<file path="src/rtl/anim_pkg.sv">
// Shared definitions for the LED animation path: frame width, last frame
// index, play-mode encodings and the sequencer state enum. Imported by the
// frame sequencer, the decoder bank and the push-button front end.
package anim_pkg;

    localparam int FRAME_W = 5;
    localparam logic [FRAME_W-1:0] FRAME_LAST = 5'd31;

    typedef enum logic [1:0] {
        MODE_ONCE = 2'd0,
        MODE_LOOP = 2'd1,
        MODE_PING = 2'd2,
        MODE_RSVD = 2'd3
    } mode_e;

    typedef enum logic [1:0] {
        ST_IDLE  = 2'd0,
        ST_RUN   = 2'd1,
        ST_PAUSE = 2'd2,
        ST_DONE  = 2'd3
    } state_e;

endpackage

</file>
<file path="src/rtl/anim_tick_gen.sv">
// Prescaler for the frame sequencer. Counts enabled cycles and emits a
// one-cycle tick when the count reaches period-1, then restarts from 0.
// Ports:
//   clk    in  1      system clock (rising edge)
//   rst_n  in  1      asynchronous active-low reset
//   clr    in  1      synchronous clear of the prescaler (wins over en)
//   en     in  1      count enable; when low the prescaler holds its value
//   period in  PRE_W  step period in cycles (>= 2)
//   tick   out 1      high in the cycle whose closing edge completes a period
module anim_tick_gen #(
    parameter int PRE_W = 32
) (
    input  logic             clk,
    input  logic             rst_n,
    input  logic             clr,
    input  logic             en,
    input  logic [PRE_W-1:0] period,
    output logic             tick
);

    logic [PRE_W-1:0] r_cnt;
    logic             w_match;

    assign w_match = (r_cnt == period - PRE_W'(1));
    // A clear in the same cycle suppresses the tick so a restart never steps.
    assign tick    = en && !clr && w_match;

    always_ff @(posedge clk or negedge rst_n) begin
        if (!rst_n) begin
            r_cnt <= '0;
        end else if (clr) begin
            r_cnt <= '0;
        end else if (en) begin
            if (w_match) begin
                r_cnt <= '0;
            end else begin
                r_cnt <= r_cnt + PRE_W'(1);
            end
        end
    end

endmodule

</file>
<file path="src/rtl/anim_frame_seq.sv">
// Frame sequencer for the LED animation path. Produces the 5-bit frame index
// shared by all 7-segment pattern decoders, stepping once per period in
// one-shot, loop or ping-pong order.
// Ports:
//   clk    in  1  system clock (rising edge)
//   rst_n  in  1  asynchronous active-low reset
//   start  in  1  pulse: latch mode/spd and (re)start from frame 0
//   stop   in  1  pulse: abort to idle, frame 0
//   pause  in  1  pulse: toggle RUN <-> PAUSE
//   mode   in  2  0 once, 1 loop, 2 ping-pong, 3 behaves as loop
//   spd    in  2  step period = BASE_DIV << spd cycles
//   frame  out 5  current frame index (registered)
//   step   out 1  pulse after frame advanced on a tick
//   busy   out 1  high in RUN and PAUSE
//   done   out 1  pulse on entry to DONE (once mode)
module anim_frame_seq
    import anim_pkg::*;
#(
    parameter int BASE_DIV = 12_500_000,
    parameter int PRE_W    = 32
) (
    input  logic               clk,
    input  logic               rst_n,
    input  logic               start,
    input  logic               stop,
    input  logic               pause,
    input  logic [1:0]         mode,
    input  logic [1:0]         spd,
    output logic [FRAME_W-1:0] frame,
    output logic               step,
    output logic               busy,
    output logic               done
);

    state_e             r_state;
    state_e             w_state_nxt;
    mode_e              r_mode;
    mode_e              w_mode_nxt;
    logic [1:0]         r_spd;
    logic [1:0]         w_spd_nxt;
    logic [FRAME_W-1:0] r_frame;
    logic [FRAME_W-1:0] w_frame_nxt;
    logic               r_dir_up;
    logic               w_dir_up_nxt;
    logic               r_step;
    logic               w_step_nxt;
    logic               r_busy;
    logic               w_busy_nxt;
    logic               r_done;
    logic               w_done_nxt;

    logic               w_clr;
    logic               w_en;
    logic               w_tick;
    logic [PRE_W-1:0]   w_period;

    assign w_period = PRE_W'(BASE_DIV) << r_spd;
    assign w_en     = (r_state == ST_RUN);

    anim_tick_gen #(
        .PRE_W (PRE_W)
    ) u_tick_gen (
        .clk    (clk),
        .rst_n  (rst_n),
        .clr    (w_clr),
        .en     (w_en),
        .period (w_period),
        .tick   (w_tick)
    );

    always_ff @(posedge clk or negedge rst_n) begin
        if (!rst_n) begin
            r_state  <= ST_IDLE;
            r_mode   <= MODE_ONCE;
            r_spd    <= 2'd0;
            r_frame  <= '0;
            r_dir_up <= 1'b1;
            r_step   <= 1'b0;
            r_busy   <= 1'b0;
            r_done   <= 1'b0;
        end else begin
            r_state  <= w_state_nxt;
            r_mode   <= w_mode_nxt;
            r_spd    <= w_spd_nxt;
            r_frame  <= w_frame_nxt;
            r_dir_up <= w_dir_up_nxt;
            r_step   <= w_step_nxt;
            r_busy   <= w_busy_nxt;
            r_done   <= w_done_nxt;
        end
    end

    always_comb begin
        w_state_nxt  = r_state;
        w_mode_nxt   = r_mode;
        w_spd_nxt    = r_spd;
        w_frame_nxt  = r_frame;
        w_dir_up_nxt = r_dir_up;
        w_step_nxt   = 1'b0;
        w_done_nxt   = 1'b0;
        w_clr        = 1'b0;

        if (stop) begin
            w_state_nxt  = ST_IDLE;
            w_frame_nxt  = '0;
            w_dir_up_nxt = 1'b1;
            w_clr        = 1'b1;
        end else if (start) begin
            w_state_nxt  = ST_RUN;
            w_mode_nxt   = mode_e'(mode);
            w_spd_nxt    = spd;
            w_frame_nxt  = '0;
            w_dir_up_nxt = 1'b1;
            w_clr        = 1'b1;
        end else begin
            unique case (r_state)
                ST_RUN: begin
                    if (pause) begin
                        w_state_nxt = ST_PAUSE;
                    end
                    // A tick landing on the pause edge still completes its
                    // step; finishing in once mode overrides the pause.
                    if (w_tick) begin
                        unique case (r_mode)
                            MODE_ONCE: begin
                                if (r_frame == FRAME_LAST) begin
                                    w_state_nxt = ST_DONE;
                                    w_done_nxt  = 1'b1;
                                end else begin
                                    w_frame_nxt = r_frame + 5'd1;
                                    w_step_nxt  = 1'b1;
                                end
                            end
                            MODE_PING: begin
                                w_step_nxt = 1'b1;
                                if (r_dir_up) begin
                                    if (r_frame == FRAME_LAST) begin
                                        w_dir_up_nxt = 1'b0;
                                        w_frame_nxt  = FRAME_LAST - 5'd1;
                                    end else begin
                                        w_frame_nxt = r_frame + 5'd1;
                                    end
                                end else begin
                                    if (r_frame == '0) begin
                                        w_dir_up_nxt = 1'b1;
                                        w_frame_nxt  = 5'd1;
                                    end else begin
                                        w_frame_nxt = r_frame - 5'd1;
                                    end
                                end
                            end
                            default: begin
                                // Loop and the reserved encoding: 5-bit wrap 31 -> 0.
                                w_frame_nxt = r_frame + 5'd1;
                                w_step_nxt  = 1'b1;
                            end
                        endcase
                    end
                end
                ST_PAUSE: begin
                    if (pause) begin
                        w_state_nxt = ST_RUN;
                    end
                end
                default: begin
                    // IDLE and DONE only leave on start/stop.
                end
            endcase
        end

        w_busy_nxt = (w_state_nxt == ST_RUN) || (w_state_nxt == ST_PAUSE);
    end

    assign frame = r_frame;
    assign step  = r_step;
    assign busy  = r_busy;
    assign done  = r_done;

endmodule
</file>
<file path="config.mk">
export PLATFORM = sky130hd
export DESIGN_NAME = anim_frame_seq
export DESIGN_NICKNAME = d
export VERILOG_FILES = /design/src/rtl/anim_pkg.sv /design/src/rtl/anim_tick_gen.sv /design/src/rtl/anim_frame_seq.sv
export SDC_FILE = /design/constraint.sdc
export NUM_CORES = 1
export LEC_CHECK = 0
export BUFFER_PORTS_ARGS = -buffer_cell sky130_fd_sc_hd__buf_2
export CAP_MARGIN = 10
export CORE_MARGIN = 1
export CORE_UTILIZATION = 66
export DETAILED_ROUTE_END_ITERATION = 10
export GPL_TIMING_DRIVEN = 0
export PLACE_DENSITY = 0.93
export SYNTH_ARGS = -nofsm -noshare
export SYNTH_HDL_FRONTEND = slang
export SYNTH_SLANG_ARGS = --single-unit
export TNS_END_PERCENT = 50
</file>
<file path="constraint.sdc">
create_clock -name clk -period 5.4 [get_ports clk]
set_clock_uncertainty 0.2 [all_clocks]
set_input_delay 0.27 -clock clk [delete_from_list [all_inputs] [get_ports clk]]
set_output_delay 0.27 -clock clk [all_outputs]
set_load 0.01 [all_outputs]
</file>
**Yosys cells after proc, flatten, opt, wreduce, memory -nomap -nowiden**

Cells that the tools add are included.

- Output and inout bits: 8
- Word-level logic and storage cells: 77
- Input port bits: 9
- Flip-flop bits (word level): 47

- Shifts and indexed selects: 1
- $add $sub $neg: 4
- Reduce and logical (&&, ||, !) cells: 13
- Equality and inequality tests: 8
- Muxes and demuxes: 41
- Bitwise operators: 1

Operators by type and width:

| kind | count |
|---|---|
| 32-bit 2-to-1 mux | 3 |
| 5-bit 2-to-1 mux | 8 |
| 32-bit by 1-bit adder with 32-bit output, second input constant | 1 |
| 32-bit == test | 1 |
| 24-bit by 2-bit << shifter with 32-bit output, first input constant | 1 |
| 32-bit by 1-bit subtractor with 32-bit output, second input constant | 1 |
| 1-bit 2-to-1 mux | 21 |
| 2-bit 2-to-1 mux | 7 |
| 5-bit case mux with 2 select lines | 1 |
| 3-bit nonzero test | 3 |
| 2-bit == test, second input constant | 3 |
| 3-bit AND reduction | 2 |
| 5-bit by 1-bit adder with 5-bit output, second input constant | 1 |
| 5-bit == test, second input constant | 1 |
| 5-bit logical NOT | 1 |
| 5-bit by 1-bit subtractor with 5-bit output, second input constant | 1 |
| 2-bit by 1-bit == test with 1-bit output, second input constant | 2 |
| 4-bit inequality test, second input constant | 1 |
| 2-bit case mux with 2 select lines | 1 |
| 1-bit logical AND | 2 |
| 2-bit logical NOT | 1 |
| 2-bit AND reduction | 1 |
| 2-bit nonzero test | 1 |
| 1-bit logical NOT | 1 |
| other kinds (2) | 2 |

**Longest topological paths before layout**

- Depth in word-level cells: 11
- Mapped depth: 9
- Mapped depth without buffers: 9

**Hierarchy**

From an unflattened synthesis, not the netlist that was laid out.

- Cell total of the unflattened synthesis: 533
- Area, all modules: 4360.4 um2

Modules (own cells, without submodules):

| module | area an instance (um2) | times used | sequential area each (um2) | cells an instance |
|---|---|---|---|---|
| anim_tick_gen | 3321.9 | 1 | 800.8 | 417 |
| anim_frame_seq | 1038.5 | 1 | 376.6 | 116 |

**Worst setup path before layout**

OpenSTA, ideal clock, no wires.

- Path type: register -> register
- From: register u_tick_gen.r_cnt[0]
- To: register r_frame[2], in the netlist frame[2]
- Arrival: 2225 ps
- Cell stages (with the launch flop): 8
- Setup slack: 2844 ps
- Period minus slack after synthesis: 2556 ps
- Setup time: 131 ps
- Buffers on the path: 1
- Data required time: 5069 ps
- Path through: dfrtp_1 ha_1 nand4_1 or4b_2 nor4b_4 buf_6 and3_1 o211ai_1

- Cells in the longest elaborated chain, start to end: 4

Ends and longest elaborated chain:

| item | line | source |
|---|---|---|
| from (decl) | anim_tick_gen.sv:21 | `logic [PRE_W-1:0] r_cnt;` |
| from (signal assigned) | anim_tick_gen.sv:37 | `r_cnt <= r_cnt + PRE_W'(1);` |
| 32-bit == test | anim_tick_gen.sv:24 | `assign w_match = (r_cnt == period - PRE_W'(1));` |
| 1-bit logical AND | anim_tick_gen.sv:26 | `assign tick = en && !clr && w_match;` |
| 3-bit nonzero test (no source line) | -- |  |
| 3-bit AND reduction (no source line) | -- |  |
| to (signal assigned) | anim_frame_seq.sv:85 | `r_frame <= w_frame_nxt;` |
| to (decl) | anim_frame_seq.sv:41 | `logic [FRAME_W-1:0] r_frame;` |

Every way passes these cells.
A chain may end at the register's enable or synchronous reset.

**Worst setup path after layout**

- From: register u_tick_gen.r_cnt[16]
- To: register u_tick_gen.r_cnt[27]

- Cells in the longest elaborated chain, start to end: 4
- Elaborated cells between the ends (all ways): 5
- Classes of those cells: add/sub (1); eq/ne (1); mux (3)

Ends and longest elaborated chain:

| item | line | source |
|---|---|---|
| 32-bit by 1-bit adder with 32-bit output or 32-bit == test (tied branches) | anim_tick_gen.sv:37, anim_tick_gen.sv:24 |  |
| 32-bit 2-to-1 mux (*) | anim_tick_gen.sv:34 | `if (w_match) begin` |
| 32-bit 2-to-1 mux (*) | anim_tick_gen.sv:33 | `end else if (en) begin` |
| 32-bit 2-to-1 mux (*) | anim_tick_gen.sv:31 | `end else if (clr) begin` |

Mark *: on every way between the ends. The rest lies on a longest branch, timed or not. The select of a mux whose other input is x is not followed.

==> results_dict.tcl <==
set metrics [dict create \
    outcome "complete, but fails checks" \
    violations "DRC" \
    start_kind "flip-flop" \
    antenna_found_initial 0 \
    power.leakage_nw 1.38 \
    path_cells "clkbuf_1 > or4b_1 > a222oi_1 > o21a_1 > a31oi_1 > buf_2 > buf_2 > a31oi_1 > a31oi_1" \
    worst-path-max-fanout 10 \
    grt_start_max_net_pins 48 \
    cap_violations 0 \
    clockRootBuffer "clkbuf_8" \
    worst-r2r-cell-count 9 \
    grt_pass1_vias 2801 \
    port-buffer-count 16 \
    num_antenna_cells 0 \
    antenna_left 0 \
    hold_violations 0 \
    min_to "r_state[0]$_DFF_PN0_" \
    dr.pass1.iters 8 \
    drc 4 \
    n_fill_cell 321 \
    tritoncts "done" \
    synth-edff-count 0 \
    worst_skew_pair.late_latency_ps 310 \
    cts_sinks 47 \
    start_util_pct 69.7 \
    place_hpwl_mm 5.21 \
    yosysWarningCount 0 \
    layout_min_cycle_time_ps 2870 \
    cp_data_arrival_time_ps 2840 \
    hold_depth 4 \
    crit_family "compound AO/OA/AOI/OAI gates" \
    ios 17 \
    syn_nets 381 \
    core_area_sq_mm 0.00444 \
    drv_slew 0 \
    post_cts_resized 0 \
    synth_cell_type_count 62 \
    regArea_sq_mm 0.00118 \
    cts_buffers 5 \
    avgRoutedWirePerCell_microns 17.1 \
    postCtsSetupBuffers 0 \
    fp.dieH_microns 70.5 \
    final_cells 446 \
    syn_inst 365 \
    r2r_slack_ps 2530 \
    hold_path_startpoint "stop" \
    yosysSeqAreaShare_pct 38.0 \
    critPathMaxStageDelay_ps 520 \
    p_per_area_mw_per_mm2 208 \
    synthArstFlopShare_pct 100 \
    row_count 24 \
    worst-setup-path-type "flip-flop to flip-flop" \
    hold_path_class "input pin to flip-flop" \
    die-area_sq_mm 0.00497 \
    period_share_pct 53.1 \
    worst_ep_required_time_ps 5370 \
    setup_violations 0 \
    irDropWorstVdd_mv 0.168 \
    cts.clk_slew.worst_paths_ps 90 \
    multi_input_area_sq_mm 0.00174 \
    tightest_slew_ps 1050 \
    htreeDepth 2 \
    drt_iter0_drc 216 \
    vias_per_cell 6.79 \
    syn_area_sq_mm 0.00310 \
    crit_buf_inv 3 \
    timing.rr.end "u_tick_gen.r_cnt[27]$_DFFE_PN0N_" \
    slew_headroom_pct 30.3 \
    synth_top_flop_cell "dfrtp_1" \
    num_vias 3027 \
    dp_cells 433 \
    nNetsFinal 409 \
    rsz0062_at_grt "no" \
    place.gp.congestion 0.966 \
    final_cell_mix "nand2_1 (46), dfrtp_1 (46), a31oi_1 (25)" \
    fmax_mhz 349 \
    drive_gt1_share_pct 12.4 \
    crit_path_frequent_cell "a31oi_1" \
    crit-reg2reg-launch "u_tick_gen.r_cnt[16]$_DFFE_PN0N_" \
    die_w_microns 70.5 \
    grt_pass1_wl_mm 13.0 \
    track_usage_pct 33.2 \
    syn_to_final_growth_pct 9.74 \
    drt-total-wl_mm 7.64 \
    syn-mean-instance-area_sq_um 8.48 \
    synth_seq_cells 47 \
    grt_overflow_total 0 \
    tns_ps 0 \
    clk_path_buf_depth 2 \
    endpoint_kind "flip-flop" \
    cp_slowest_cell "or4b_1" \
]
==> metrics by stage <==
stage	util [%]	total power, mW	hold WS, ps	cell area (sq um)	worst slack [ps]
after floorplan	-	0.421	-226	3100	2840
after global placement	72.9	0.445	302	3240	2640
after detailed placement	72.9	0.448	306	3240	2580
after CTS	76.5	0.708	109	3400	2550
after global routing	76.5	0.728	158	3400	2350
final	76.5	0.706	117	3400	2530
==> per-layer routing <==
layer | vias to the layer above | wire, microns | track usage, %
li1 | 1410 | - | -
met1 | 1434 | 3080 | 43.6
met2 | 158 | 3730 | 54.0
met3 | 25 | 626 | 6.20
met4 | 0 | 208 | 14.3
met5 | - | 0 | 0
==> how the worst max path moves through the flow <==
stage / to / cells past startpoint / start
final: u_tick_gen.r_cnt[27]$_DFFE_PN0N_ / 9 / u_tick_gen.r_cnt[16]$_DFFE_PN0N_
after global placement: frame[2]$_DFFE_PN0P_ / 7 / u_tick_gen.r_cnt[0]$_DFFE_PN0N_
after CTS: frame[1]$_DFFE_PN0P_ / 7 / u_tick_gen.r_cnt[0]$_DFFE_PN0N_
after detailed placement: u_tick_gen.r_cnt[1]$_DFFE_PN0N_ / 8 / u_tick_gen.r_cnt[16]$_DFFE_PN0N_
after floorplan: frame[2]$_DFFE_PN0P_ / 7 / u_tick_gen.r_cnt[0]$_DFFE_PN0N_
after global routing: frame[1]$_DFFE_PN0P_ / 7 / u_tick_gen.r_cnt[0]$_DFFE_PN0N_
==> cells in the mapped netlist, drive strengths merged (3+ instances only) <==
cell / number / share of area (%)
a41oi: 4 / 1.1
inv: 20 / 2.4
nand2: 46 / 5.6
and2: 5 / 1.0
a31oi: 25 / 5.1
or3: 3 / 0.65
mux2i: 11 / 3.6
nor3: 4 / 0.65
nand3: 26 / 4.8
nand4: 12 / 2.4
o21ai: 19 / 3.1
a21oi: 22 / 3.6
buf: 8 / 1.7
mux2: 5 / 1.8
nor2b: 7 / 1.4
nor4: 6 / 1.4
nor4b: 3 / 1.3
nand4b: 4 / 1.1
nor2: 20 / 2.4
o211ai: 3 / 0.73
nand2b: 3 / 0.61
ha: 7 / 2.8
o21a: 3 / 0.73
dfrtp: 46 / 37
clkbuf: 14 / 1.7
and3: 6 / 1.3
==> power by group <==
part | total (mW) | internal, mW | switching [mW]
Clock | 0.260 | 0.139 | 0.122
Combinational | 0.0811 | 0.0304 | 0.0507
Sequential | 0.365 | 0.359 | 0.00611
==> state kept, by name (all words and copies together) (netlist names) <==
name and cells:
u_tick_gen.r_cnt 32, done 1, frame 5, r_state 2, step 1, r_spd 2, busy 1, r_dir_up 1
r_mode 2
==> kinds of logic (layout without fill, tap and decap cells) <==
family | Yosys count | after routing | share of synthesized area [%]
and+or+nand+nor | 155 | 155 | 27.4
AOI/OAI and AO/OA | 97 | 97 | 20.2
buffers and inverters | 42 | 71 | 5.86
muxes | 16 | 16 | 5.37
adders and majority gates | 7 | 7 | 2.83
xor gates and xnor gates | 1 | 1 | 0.283
DFF | 47 | 47 | 38.0
==> final cells by class <==
type,count,share of cell area (%)
Tap cell,52,1.91
Clock buffer,7,2.25
Clock inverter,1,0.884
Buffer,22,3.13
Multi-Input combinational cell,276,51.1
Timing Repair Buffer,21,3.83
Inverter,20,2.21
Sequential cell,47,34.6
==> worst reg2reg max path, stage by stage (launching register included) <==
cell and delay, ps:
dfrtp_1 370, clkbuf_1 190, or4b_1 520, a222oi_1 410, o21a_1 180, a31oi_1 150, buf_2 250, buf_2 220
a31oi_1 180, a31oi_1 70
==> what timing repair did <==
item,4_1_cts,5_1_grt
hold buffers,5,0
setup endpoints to repair,0,0
hold endpoints to repair,50,0
Power figures use the tool's default switching activity.
